**config.mk**
```make
export PLATFORM = sky130hd
export DESIGN_NAME = pipe_ctrl_unit
export DESIGN_NICKNAME = d
export VERILOG_FILES = /design/src/rtl/pipe_ctrl_unit.sv
export SDC_FILE = /design/constraint.sdc
export NUM_CORES = 1
export LEC_CHECK = 0
export ABC_AREA = 1
export BUFFER_PORTS_ARGS = -buffer_cell sky130_fd_sc_hd__buf_2
export CAP_MARGIN = 20
export CELL_PAD_IN_SITES_DETAIL_PLACEMENT = 1
export CELL_PAD_IN_SITES_GLOBAL_PLACEMENT = 1
export CORE_ASPECT_RATIO = 0.9
export CORE_MARGIN = 10
export CORE_UTILIZATION = 31
export DETAILED_ROUTE_END_ITERATION = 7
export GPL_TIMING_DRIVEN = 0
export PLACE_DENSITY_LB_ADDON = 0.05
export RECOVER_POWER = 25
export SYNTH_ARGS = -nofsm -noshare
export SYNTH_HDL_FRONTEND = slang
export SYNTH_SLANG_ARGS = --single-unit
```
**constraint.sdc**
```tcl
create_clock -name clk -period 1.4 [get_ports clk]
set_clock_uncertainty 0.15 [all_clocks]
set_input_delay 0.28 -clock clk [delete_from_list [all_inputs] [get_ports clk]]
set_output_delay 0.28 -clock clk [all_outputs]
set_load 0.005 [all_outputs]
```
**src/rtl/pipe_ctrl_unit.sv**
```systemverilog
// Carries decoded control ID->EX->MEM->WB (1/2/3-cycle latency), detects load-use hazards,
// applies branch/jump flushes and drives forwarding and PC-source selects; stalls hold PC and IF/ID.
module pipe_ctrl_unit (
  input  logic       clk,
  input  logic       res,
  input  logic [2:0] id_alu_op,
  input  logic       id_reg_dest,
  input  logic       id_reg_write,
  input  logic       id_alu_src,
  input  logic       id_mem_read,
  input  logic       id_mem_write,
  input  logic       id_mem_to_reg,
  input  logic       id_branch,
  input  logic       id_jump,
  input  logic [4:0] id_rs,
  input  logic [4:0] id_rt,
  input  logic [4:0] id_rd,
  input  logic       ex_zero,
  output logic       stall,
  output logic       flush_if_id,
  output logic [1:0] pc_sel,
  output logic [2:0] ex_alu_op,
  output logic       ex_alu_src,
  output logic       ex_reg_dest,
  output logic       ex_mem_read,
  output logic       ex_mem_write,
  output logic       ex_branch,
  output logic [4:0] ex_rs,
  output logic [4:0] ex_rt,
  output logic [4:0] ex_wreg,
  output logic       mem_mem_read,
  output logic       mem_mem_write,
  output logic       mem_reg_write,
  output logic       mem_mem_to_reg,
  output logic [4:0] mem_wreg,
  output logic       wb_reg_write,
  output logic       wb_mem_to_reg,
  output logic [4:0] wb_wreg,
  output logic [1:0] fwd_a,
  output logic [1:0] fwd_b
);

  typedef struct packed {
    logic [2:0] alu_op;
    logic       alu_src;
    logic       reg_dest;
    logic       mem_read;
    logic       mem_write;
    logic       branch;
    logic       reg_write;
    logic       mem_to_reg;
    logic [4:0] rs;
    logic [4:0] rt;
    logic [4:0] wreg;
  } ex_word_t;

  typedef struct packed {
    logic       mem_read;
    logic       mem_write;
    logic       reg_write;
    logic       mem_to_reg;
    logic [4:0] wreg;
  } mem_word_t;

  typedef struct packed {
    logic       reg_write;
    logic       mem_to_reg;
    logic [4:0] wreg;
  } wb_word_t;

  ex_word_t  ex_q, ex_d;
  mem_word_t mem_q, mem_d;
  wb_word_t  wb_q, wb_d;

  logic rt_is_src, load_use, br_taken, jump_go;

  function automatic logic [1:0] fwd_sel(input logic [4:0] src, input mem_word_t m, input wb_word_t w);
    if (m.reg_write && m.wreg != 5'd0 && m.wreg == src)      fwd_sel = 2'b10;
    else if (w.reg_write && w.wreg != 5'd0 && w.wreg == src) fwd_sel = 2'b01;
    else                                                     fwd_sel = 2'b00;
  endfunction

  always_comb begin
    rt_is_src   = ~id_alu_src | id_mem_write | id_branch;
    load_use    = ex_q.mem_read && (ex_q.wreg != 5'd0) &&
                  ((ex_q.wreg == id_rs) || (rt_is_src && (ex_q.wreg == id_rt)));
    br_taken    = ex_q.branch & ex_zero;
    // A stalled jump is not lost: ID is held and it is re-evaluated next cycle.
    jump_go     = id_jump & ~br_taken & ~load_use;
    stall       = load_use & ~br_taken;
    flush_if_id = br_taken | jump_go;
    pc_sel      = br_taken ? 2'b01 : (jump_go ? 2'b10 : 2'b00);
    fwd_a       = fwd_sel(ex_q.rs, mem_q, wb_q);
    fwd_b       = fwd_sel(ex_q.rt, mem_q, wb_q);
  end

  always_comb begin
    ex_d = '0;
    if (!(load_use || br_taken)) begin
      ex_d.alu_op     = id_alu_op;
      ex_d.alu_src    = id_alu_src;
      ex_d.reg_dest   = id_reg_dest;
      ex_d.mem_read   = id_mem_read;
      ex_d.mem_write  = id_mem_write;
      ex_d.branch     = id_branch;
      ex_d.reg_write  = id_reg_write;
      ex_d.mem_to_reg = id_mem_to_reg;
      ex_d.rs         = id_rs;
      ex_d.rt         = id_rt;
      ex_d.wreg       = id_reg_dest ? id_rd : id_rt;
    end
    mem_d = '{mem_read: ex_q.mem_read, mem_write: ex_q.mem_write, reg_write: ex_q.reg_write,
              mem_to_reg: ex_q.mem_to_reg, wreg: ex_q.wreg};
    wb_d  = '{reg_write: mem_q.reg_write, mem_to_reg: mem_q.mem_to_reg, wreg: mem_q.wreg};
  end

  always_ff @(posedge clk or negedge res) begin
    if (!res) begin
      ex_q  <= '0;
      mem_q <= '0;
      wb_q  <= '0;
    end else begin
      ex_q  <= ex_d;
      mem_q <= mem_d;
      wb_q  <= wb_d;
    end
  end

  assign ex_alu_op      = ex_q.alu_op;
  assign ex_alu_src     = ex_q.alu_src;
  assign ex_reg_dest    = ex_q.reg_dest;
  assign ex_mem_read    = ex_q.mem_read;
  assign ex_mem_write   = ex_q.mem_write;
  assign ex_branch      = ex_q.branch;
  assign ex_rs          = ex_q.rs;
  assign ex_rt          = ex_q.rt;
  assign ex_wreg        = ex_q.wreg;
  assign mem_mem_read   = mem_q.mem_read;
  assign mem_mem_write  = mem_q.mem_write;
  assign mem_reg_write  = mem_q.reg_write;
  assign mem_mem_to_reg = mem_q.mem_to_reg;
  assign mem_wreg       = mem_q.wreg;
  assign wb_reg_write   = wb_q.reg_write;
  assign wb_mem_to_reg  = wb_q.mem_to_reg;
  assign wb_wreg        = wb_q.wreg;

endmodule

```
======== Word level (Yosys, flattened, before mapping) ========
Index checks and enable logic that the tools add are counted.
cells by class
  equality and inequality tests ........... 6
  mux-type cells .......................... 8
  bitwise operators ....................... 10
  reduce and logical (&&, ||, !) cells .... 14
operators with widths
  cell                 count
  5-bit equality test  6
  25-bit two-way mux   1
  5-bit nonzero test   3
  1-bit logical AND    9
  2-bit two-way mux    4
  5-bit two-way mux    1
  1-bit bitwise AND    4
  1-bit inverter       3
  1-bit OR             3
  1-bit logical OR     2
  1-bit two-way mux    2
word-level totals
  register bits ........................... 41
  bits of input ports ..................... 29
  output and inout bits ................... 47
  logic and storage cells ................. 57

======== Logic depth before layout (Yosys ltp) ========
Gate-level depths: netlist of the first run.
  depth after elaboration ................. 10
  mapped depth ............................ 10
  mapped depth without buffers ............ 9

======== Worst setup path after synthesis of the first run ========
OpenSTA, ideal clock, no wires.
  path type ............................... reg2out
  start ................................... register mem_q (netlist bit mem_wreg[2])
  end ..................................... output port fwd_a[0]
  arrival ................................. 0.997 ns
  data required time ...................... 0.970 ns
  setup slack ............................. -0.027 ns
  stages on the path, launching flop included .. 6
  path buffers ............................ 0
  path through ............................ dfrtp_1 > nor2_1 > nand2_1 > o21ai_0 > nor3_1 > nor2_1
on the way
  word-level cells in the longest chain between the ends .. 4
  elaborated cells on any way between the ends .. 5
  classes of those cells .................. 1 x eq/ne; 1 x mux; 3 x reduce/logical
ends and longest elaborated chain
  element                 RTL line  text
  start, declared         72        mem_word_t mem_q, mem_d;
  start signal, assigned  124       mem_q <= mem_d;
  5-bit nonzero test      78        if (m.reg_write && m.wreg != 5'd0 && m.wreg == src) fwd_sel = 2'b10;
  1-bit logical AND       78
  1-bit logical AND (*)   78
  2-bit two-way mux (*)   78
  end, declared           39        output logic [1:0] fwd_a,
Mark *: on every way between the ends. The rest lies on a longest branch, timed or not.

======== Worst setup path after layout of the first run ========
  start ................................... register ex_q (netlist bit ex_wreg[0])
  end ..................................... output port flush_if_id
on the way
  word-level cells in the longest chain between the ends .. 7
  elaborated cells on any way between the ends .. 10
  classes of those cells .................. 2 x eq/ne; 3 x bitwise; 5 x reduce/logical
ends and longest elaborated chain
  element                 RTL line  text
  start, declared         71        ex_word_t ex_q, ex_d;
  start signal, assigned  119       ex_q <= '0;
  start signal, assigned  123       ex_q <= ex_d;
  5-bit equality test     86        ((ex_q.wreg == id_rs) || (rt_is_src && (ex_q.wreg == id_rt)));
  1-bit logical AND       86
  1-bit logical OR        86
  1-bit logical AND (*)   85        load_use = ex_q.mem_read && (ex_q.wreg != 5'd0) &&
  1-bit inverter (*)      89        jump_go = id_jump & ~br_taken & ~load_use;
  1-bit bitwise AND (*)   89
  1-bit OR (*)            91        flush_if_id = br_taken | jump_go;
  end, declared           20        output logic flush_if_id,
Marks and branches as above.

==> load_flow_metrics.sql, run 1 <==
INSERT INTO impl_metrics (metric_group, metric, value, unit) VALUES
('status', 'status', 'complete, but fails checks', ''),
('status', 'violations', 'negative hold slack, negative setup slack', ''),
('timing', 'setup-tns-final', '-14180', 'ps'),
('synth', 'post_synth_fa_ha_maj_area_fraction', '0', ''),
('critical_path', 'kind_of_critical_path', 'flip-flop to primary output', ''),
('route', 'detail_route.wirelength', '5550', 'um'),
('timing', 'holdWs', '-45.5', 'ps'),
('flow_run', 'cap_viol_max_count', '0', ''),
('floorplanning', 'die_area', '9700', 'sq um'),
('hold_path', 'hold_path_class', 'input pin to async pin', ''),
('grt', 'antenna_found_initial', '0', ''),
('route', 'wl_per_cell', '14.3', 'um'),
('critical_path', 'critical_path.max_fanout', '5', ''),
('clock_tree', 'worst_skew_pair.late_latency', '300', 'ps'),
('synth', 'yosys.area.top_type', 'sky130_fd_sc_hd__dfrtp_1', ''),
('route', 'detailedRoute.firstPassIterationCount', '4', ''),
('clock_tree', 'clockRootBuffer', 'sky130_fd_sc_hd__clkbuf_8', ''),
('timing', 'worst_slack', '-559', 'ps'),
('clock_tree', 'cts-root-to-sink-buffers', '2', ''),
('floorplanning', 'dieHeight', '94.4', 'um'),
('critical_path', 'critical_path_required_time', '970', 'ps'),
('clock_tree', 'cts_buffers', '5', ''),
('synth', 'synth_simple_gate_area_share', '0.197', ''),
('timing', 'finalSetupViolCount', '44', ''),
('power', 'power.leakage', '1.60', 'nW'),
('timing', 'achievable-frequency', '511', 'MHz'),
('place', 'io_buffers', '75', ''),
('grt', 'grt_overflow', '0', ''),
('route', 'maxUsedRoutingLayer', 'met4', ''),
('critical_path', 'regToRegSetupSlack', '-460', 'ps'),
('route', 'drt.antenna.violating_nets', '0', ''),
('critical_path', 'timing.critical_path.arrival', '1530', 'ps'),
('timing', 'maxSlewViolCount', '0', ''),
('place', 'hpwl_after_detailed_placement', '4090', 'um'),
('synth', 'synth.ff_latch_count', '41', ''),
('floorplanning', 'core-area', '6050', 'sq um'),
('grt', 'grt.total_usage', '0.116', ''),
('finish', 'synthToLayoutAreaGrowth', '59.6', '%'),
('floorplanning', 'floorplan.die.width', '103', 'um'),
('synth', 'netlist_area', '1910', 'sq um'),
('synth', 'synth.net_count', '243', ''),
('grt', 'grt_pass1_vias', '1842', ''),
('place', 'globalplace.congestion', '0.724', ''),
('route', 'vias_per_cell', '4.24', ''),
('route', 'wirelength_met1', '2070', 'um'),
('route', 'met2RoutedLength', '2960', 'um'),
('clock_tree', 'worst_setup_hold_path_clk_slew', '80', 'ps'),
('synth', 'synth_cells', '214', ''),
('timing', 'final_report_hold_violation_count', '41', ''),
('timing', 'final.period_utilization', '1.40', ''),
('synth', 'synth.top_cells.by_area', 'sky130_fd_sc_hd__dfrtp_1 54%, sky130_fd_sc_hd__nor2_1 8.7%, sky130_fd_sc_hd__buf_4 7.5%', ''),
('floorplanning', 'initial_utilization', '0.316', ''),
('floorplanning', 'number_of_rows_created_at_floorplan', '27', ''),
('synth', 'dominant_combinational_cell_family_by_area_after_synthesis', 'simple AND/OR/NAND/NOR gates', ''),
('route', 'met3WireLength', '463', 'um'),
('grt', 'grt_start_max_net_pins', '42', ''),
('finish', 'diodes', '0', ''),
('route', 'drt-initial-drc-count', '22', ''),
('finish', 'final_cell_count_no_fill', '387', ''),
('synth', 'post_synth_xor_area_fraction', '0.0964', ''),
('synth', 'synth_seq_area_share', '0.538', ''),
('power', 'powerDensity', '1080', 'nW/um^2'),
('synth', 'ys_warn_count', '0', ''),
('power', 'total_power', '3.30', 'mW'),
('timing', 'layout_min_cycle_time', '1960', 'ps'),
('clock_tree', 'cts.sinks', '41', ''),
('place', 'place.detailed.instances', '361', ''),
('timing', 'worstMarginPinSlew', '901', 'ps'),
('finish', 'layout_commonest_cell', 'sky130_fd_sc_hd__buf_2', ''),
('critical_path', 'crit_path_end_kind', 'primary output', ''),
('critical_path', 'setup.worst_path.start_class', 'flip-flop', '');
==> kinds of logic (layout without fill, tap and decap cells) <==
kind of cell	Yosys count	count (layout)
and+or+nand+nor	92	92
buffers and inverters	52	153
DFF	41	41
xor gates and xnor gates	21	21
AOI/OAI and AO/OA	8	8
==> cell usage after synthesis <==
cell type                  instances
sky130_fd_sc_hd__nand4_1           5
sky130_fd_sc_hd__xnor2_1          15
sky130_fd_sc_hd__dfrtp_1          41
sky130_fd_sc_hd__nor2_2            1
sky130_fd_sc_hd__inv_1            28
sky130_fd_sc_hd__nand2_2           1
sky130_fd_sc_hd__a21oi_1           5
sky130_fd_sc_hd__nand2_1          35
sky130_fd_sc_hd__nor3_1            3
sky130_fd_sc_hd__o21ai_0           3
sky130_fd_sc_hd__nor2_1           44
sky130_fd_sc_hd__nand3_1           2
sky130_fd_sc_hd__buf_6             2
sky130_fd_sc_hd__buf_4            19
sky130_fd_sc_hd__clkbuf_1          1
sky130_fd_sc_hd__xor2_1            6
sky130_fd_sc_hd__nand2_4           1
sky130_fd_sc_hd__inv_2             2
==> power by group <==
part / switching (mW) / internal [mW] / total, mW
sequential: 0.120 / 1.30 / 1.42
clock: 0.420 / 0.580 / 1.00
combinational: 0.374 / 0.511 / 0.884
==> critical path: stages (launching register included) <==
cell and delay [ps]:
sky130_fd_sc_hd__dfrtp_2 430, sky130_fd_sc_hd__inv_2 70, sky130_fd_sc_hd__nand2_1 70, sky130_fd_sc_hd__nand2_1 80, sky130_fd_sc_hd__nor2_2 120, sky130_fd_sc_hd__nand3_1 70
sky130_fd_sc_hd__nand2_1 70, sky130_fd_sc_hd__nand2_2 80, sky130_fd_sc_hd__nand2_2 80, sky130_fd_sc_hd__nand2_1 40, sky130_fd_sc_hd__buf_2 120
==> metrics by stage <==
stage / cell area, sq um / hold WS [ps] / util
after CTS: 2780 / -3.74 / 0.459
final: 3050 / -45.5 / 0.504
after detailed placement: 2390 / 191 / 0.395
after global routing: 3050 / 41.0 / 0.504
after global placement: 2390 / 182 / 0.395
after floorplan: 1920 / -166 / -
==> final timing paths <==
path / start / end / depth (start not counted)
worst max-delay path: ex_wreg[0]$_DFF_PN0_ / flush_if_id / 10
worst min-delay path: res / ex_alu_op[1]$_DFF_PN0_ / 1
worst max register to register: ex_wreg[0]$_DFF_PN0_ / ex_wreg[2]$_DFF_PN0_ / 13
worst min register to register: ex_q[15]$_DFF_PN0_ / mem_mem_to_reg$_DFF_PN0_ / 0
max in group asynchronous: res / mem_wreg[0]$_DFF_PN0_ / 1
min in group clk: id_alu_op[1] / ex_alu_op[1]$_DFF_PN0_ / 3
==> routing by layer <==
layer  vias to the layer above  global-route usage
met1                       769               0.125
li1                        818                   -
met5                         -                   0
met3                         5              0.0474
met2                        47               0.203
met4                         0              0.0352
==> area by class of cell <==
cell class                      count  area, sq um
Sequential cell                    41         1040
Multi-Input combinational cell    121          761
Buffer                             14          131
Timing Repair Buffer              101          795
Tap cell                           72         90.1
Clock buffer                        6         82.6
Fill cell                         705         3000
Inverter                           30          113
Clock inverter                      2         37.5
==> repair_timing <==
action,4_1_cts,5_1_grt
setup endpoints to repair,48,48
setup buffers,13,18
gates resized for setup,34,72
gates cloned,2,0
endpoints found under the hold margin,14,0
pin swaps,7,13
Power figures use the tool's default switching activity.
==> run 2: changes to the inputs <==
==> constraint.sdc (replaced) <==
create_clock -name clk -period 1.4 [get_ports clk]
set_clock_uncertainty 0.15 [all_clocks]
set_input_delay 0.07 -clock clk [delete_from_list [all_inputs] [get_ports clk]]
set_output_delay 0.07 -clock clk [all_outputs]
set_load 0.005 [all_outputs]
==> run 2 against run 1 <==
The run ends with negative setup slack left; die area unchanged; critical path depth decreased by 5; sequential power about the same; wire length about the same; cell count increased by 4.1%; critical endpoint is now fwd_a[0].
==> load_flow_metrics.sql, run 2 (synthesis gave the netlist of run 1 again) <==
INSERT INTO impl_metrics (metric_group, metric, value, unit) VALUES
('finish', 'final_design_area_no_fill', '2890', 'sq um'),
('finish', 'nets_final', '359', ''),
('finish', 'diodes', '0', ''),
('route', 'route.vias.total', '1674', ''),
('route', 'detailedRoute.firstPassIterationCount', '4', ''),
('power', 'power.switching_fraction', '0.293', ''),
('place', 'io_buffers', '75', ''),
('critical_path', 'setup.worst_path.start_class', 'flip-flop', ''),
('floorplanning', 'io-pin-count', '76', ''),
('finish', 'layout_commonest_cell', 'sky130_fd_sc_hd__buf_2', ''),
('critical_path', 'kind_of_critical_path', 'flip-flop to primary output', ''),
('timing', 'maxSlewViolCount', '0', ''),
('grt', 'grt_pass1_wl', '9060', 'um'),
('finish', 'final_core_utilization', '0.479', ''),
('finish', 'synthToLayoutAreaGrowth', '51.7', '%'),
('place', 'globalplace.congestion', '0.706', ''),
('route', 'drt-initial-drc-count', '39', ''),
('clock_tree', 'tritoncts_clock_tree', 'done', ''),
('clock_tree', 'cts.sinks', '41', ''),
('place', 'hpwl_after_detailed_placement', '4120', 'um'),
('floorplanning', 'dieHeight', '94.4', 'um'),
('power', 'peakVddDrop', '441', 'uV'),
('critical_path', 'regToRegSetupSlack', '-270', 'ps'),
('clock_tree', 'cts-root-to-sink-buffers', '2', ''),
('critical_path', 'crit_path_start', 'mem_wreg[1]$_DFF_PN0_', ''),
('timing', 'setup-tns-final', '-6700', 'ps'),
('grt', 'antenna_found_initial', '0', ''),
('clock_tree', 'htreeDepth', '2', ''),
('critical_path', 'critical_path.reg2reg.endpoint', 'ex_rt[2]$_DFF_PN0_', ''),
('critical_path', 'critical_path_required_time', '1180', 'ps'),
('floorplanning', 'floorplan.die.width', '103', 'um'),
('route', 'drt.antenna.violating_nets', '0', ''),
('finish', 'fillerInstances', '747', ''),
('grt', 'grt_overflow', '0', ''),
('grt', 'grt.total_usage', '0.119', ''),
('timing', 'finalSetupViolCount', '32', ''),
('power', 'share_clk_of_total_power', '0.261', ''),
('flow_run', 'cap_viol_max_count', '0', ''),
('critical_path', 'crit-reg2reg-launch', 'ex_wreg[3]$_DFF_PN0_', ''),
('clock_tree', 'worst_skew_pair.late_latency', '290', 'ps'),
('critical_path', 'timing.critical_path.to', 'fwd_a[0]', ''),
('status', 'violations', 'negative setup slack', ''),
('floorplanning', 'die_area', '9700', 'sq um'),
('power', 'internal_power', '2.05', 'mW'),
('timing', 'achievable-frequency', '592', 'MHz'),
('timing', 'final.period_utilization', '1.21', ''),
('hold_path', 'hold_path_class', 'input pin to flip-flop', ''),
('power', 'power.leakage', '1.59', 'nW'),
('timing', 'worstMarginPinSlew', '917', 'ps'),
('critical_path', 'rr_worst_depth', '9', ''),
('power', 'powerDensity', '1000', 'nW/um^2'),
('clock_tree', 'clockRootBuffer', 'sky130_fd_sc_hd__clkbuf_8', ''),
('timing', 'unrepaired_setup_endpoints_after_global_routing', 'true', ''),
('grt', 'grt_start_max_net_pins', '42', ''),
('power', 'total_switching_power', '0.851', 'mW'),
('route', 'vias_per_cell', '4.15', ''),
('power', 'sequentialPowerShare', '0.489', ''),
('power', 'comb_power_share', '0.250', ''),
('route', 'detail_route.wirelength', '5550', 'um'),
('place', 'dpl_cell_area', '2370', 'sq um'),
('clock_tree', 'worst_setup_hold_path_clk_slew', '80', 'ps'),
('route', 'wl_per_cell', '13.8', 'um'),
('critical_path', 'critical_path.max_fanout', '5', ''),
('status', 'status', 'complete, but fails checks', ''),
('timing', 'slew_headroom', '0.389', ''),
('grt', 'grt_pass1_vias', '1877', ''),
('floorplanning', 'core-area', '6050', 'sq um'),
('floorplanning', 'initial_utilization', '0.316', ''),
('clock_tree', 'cts_buffers', '5', ''),
('timing', 'worst_slack', '-291', 'ps'),
('timing', 'layout_min_cycle_time', '1690', 'ps'),
('critical_path', 'crit_path_end_kind', 'primary output', ''),
('critical_path', 'timing.critical_path.arrival', '1470', 'ps'),
('finish', 'layout_common_cells', '75 x sky130_fd_sc_hd__buf_2, 39 x sky130_fd_sc_hd__nor2_1, 36 x sky130_fd_sc_hd__dfrtp_1', ''),
('floorplanning', 'number_of_rows_created_at_floorplan', '27', ''),
('finish', 'layout-drive-gt1-share', '0.423', ''),
('route', 'post-route-drc-count', '0', ''),
('timing', 'final_report_hold_violation_count', '0', '');
[run 2: worst min path at each step]
stage | start | endpoint | slack, ps | cells after the start
2_1_floorplan | res | ex_alu_op[0]$_DFF_PN0_ | -380 | 0
3_5_place_dp | res | ex_mem_write$_DFF_PN0_ | 110 | 1
3_3_place_gp | res | ex_alu_src$_DFF_PN0_ | 100 | 1
4_1_cts | ex_zero | ex_alu_op[1]$_DFF_PN0_ | -7 | 4
5_1_grt | id_rt[2] | ex_wreg[2]$_DFF_PN0_ | 60 | 5
6_report | id_rt[2] | ex_wreg[2]$_DFF_PN0_ | 30 | 5
[run 2: power by group through the flow]
stage	Sequential (mW)	Combinational, mW	Clock (mW)
6_report	1.42	0.726	0.756
3_3_place_gp	1.43	0.590	0
4_1_cts	1.41	0.692	0.792
3_5_place_dp	1.43	0.598	0
5_1_grt	1.44	0.820	0.850
2_1_floorplan	1.41	0.334	0
[run 2: timing repair]
item / CTS / global route
hold endpoints to repair: 65 / 0
gates cloned: 0 / 1
pin swaps: 7 / 9
endpoints found under the setup margin: 33 / 37
setup buffers: 3 / 4
hold buffers: 26 / 0
gates resized for setup: 16 / 16
[run 2: routing by layer]
| metal | track usage | share of wire | vias to the layer above |
|---|---|---|---|
| li1 | - | - | 853 |
| met5 | 0 | 0 | - |
| met1 | 0.131 | 0.40 | 767 |
| met3 | 0.0438 | 0.070 | 7 |
| met2 | 0.209 | 0.52 | 47 |
| met4 | 0.0352 | 0.011 | 0 |
[run 2: area by class of cell]
type / count / area, sq um / share of cell area
sequential: 41 / 1030 / 0.357
timing repair buffer: 109 / 713 / 0.246
multi-input combinational: 121 / 683 / 0.236
buffer: 22 / 176 / 0.0610
inverter: 30 / 113 / 0.0389
tap: 72 / 90.1 / 0.0311
clock buffer: 5 / 68.8 / 0.0238
clock inverter: 3 / 17.5 / 0.00605
[run 2: stage by stage]
stage                     total power, mW  cells  hold slack [ps]  setup slack, ps
final                                2.90    403             28.0             -291
after global routing                 3.11    403             62.3             -457
after CTS                            2.90    398            -7.41             -330
after detailed placement             2.03    361              108             -224
after global placement               2.02    361              103             -221
after floorplan                      1.75    214             -376             54.5
[run 2: worst max-delay path, stage by stage (launching register included)]
cell and delay (ps):
sky130_fd_sc_hd__dfrtp_1 470, sky130_fd_sc_hd__xnor2_2 190, sky130_fd_sc_hd__nand4_1 140, sky130_fd_sc_hd__nor3_2 180, sky130_fd_sc_hd__nor2_1 70, sky130_fd_sc_hd__buf_2 130
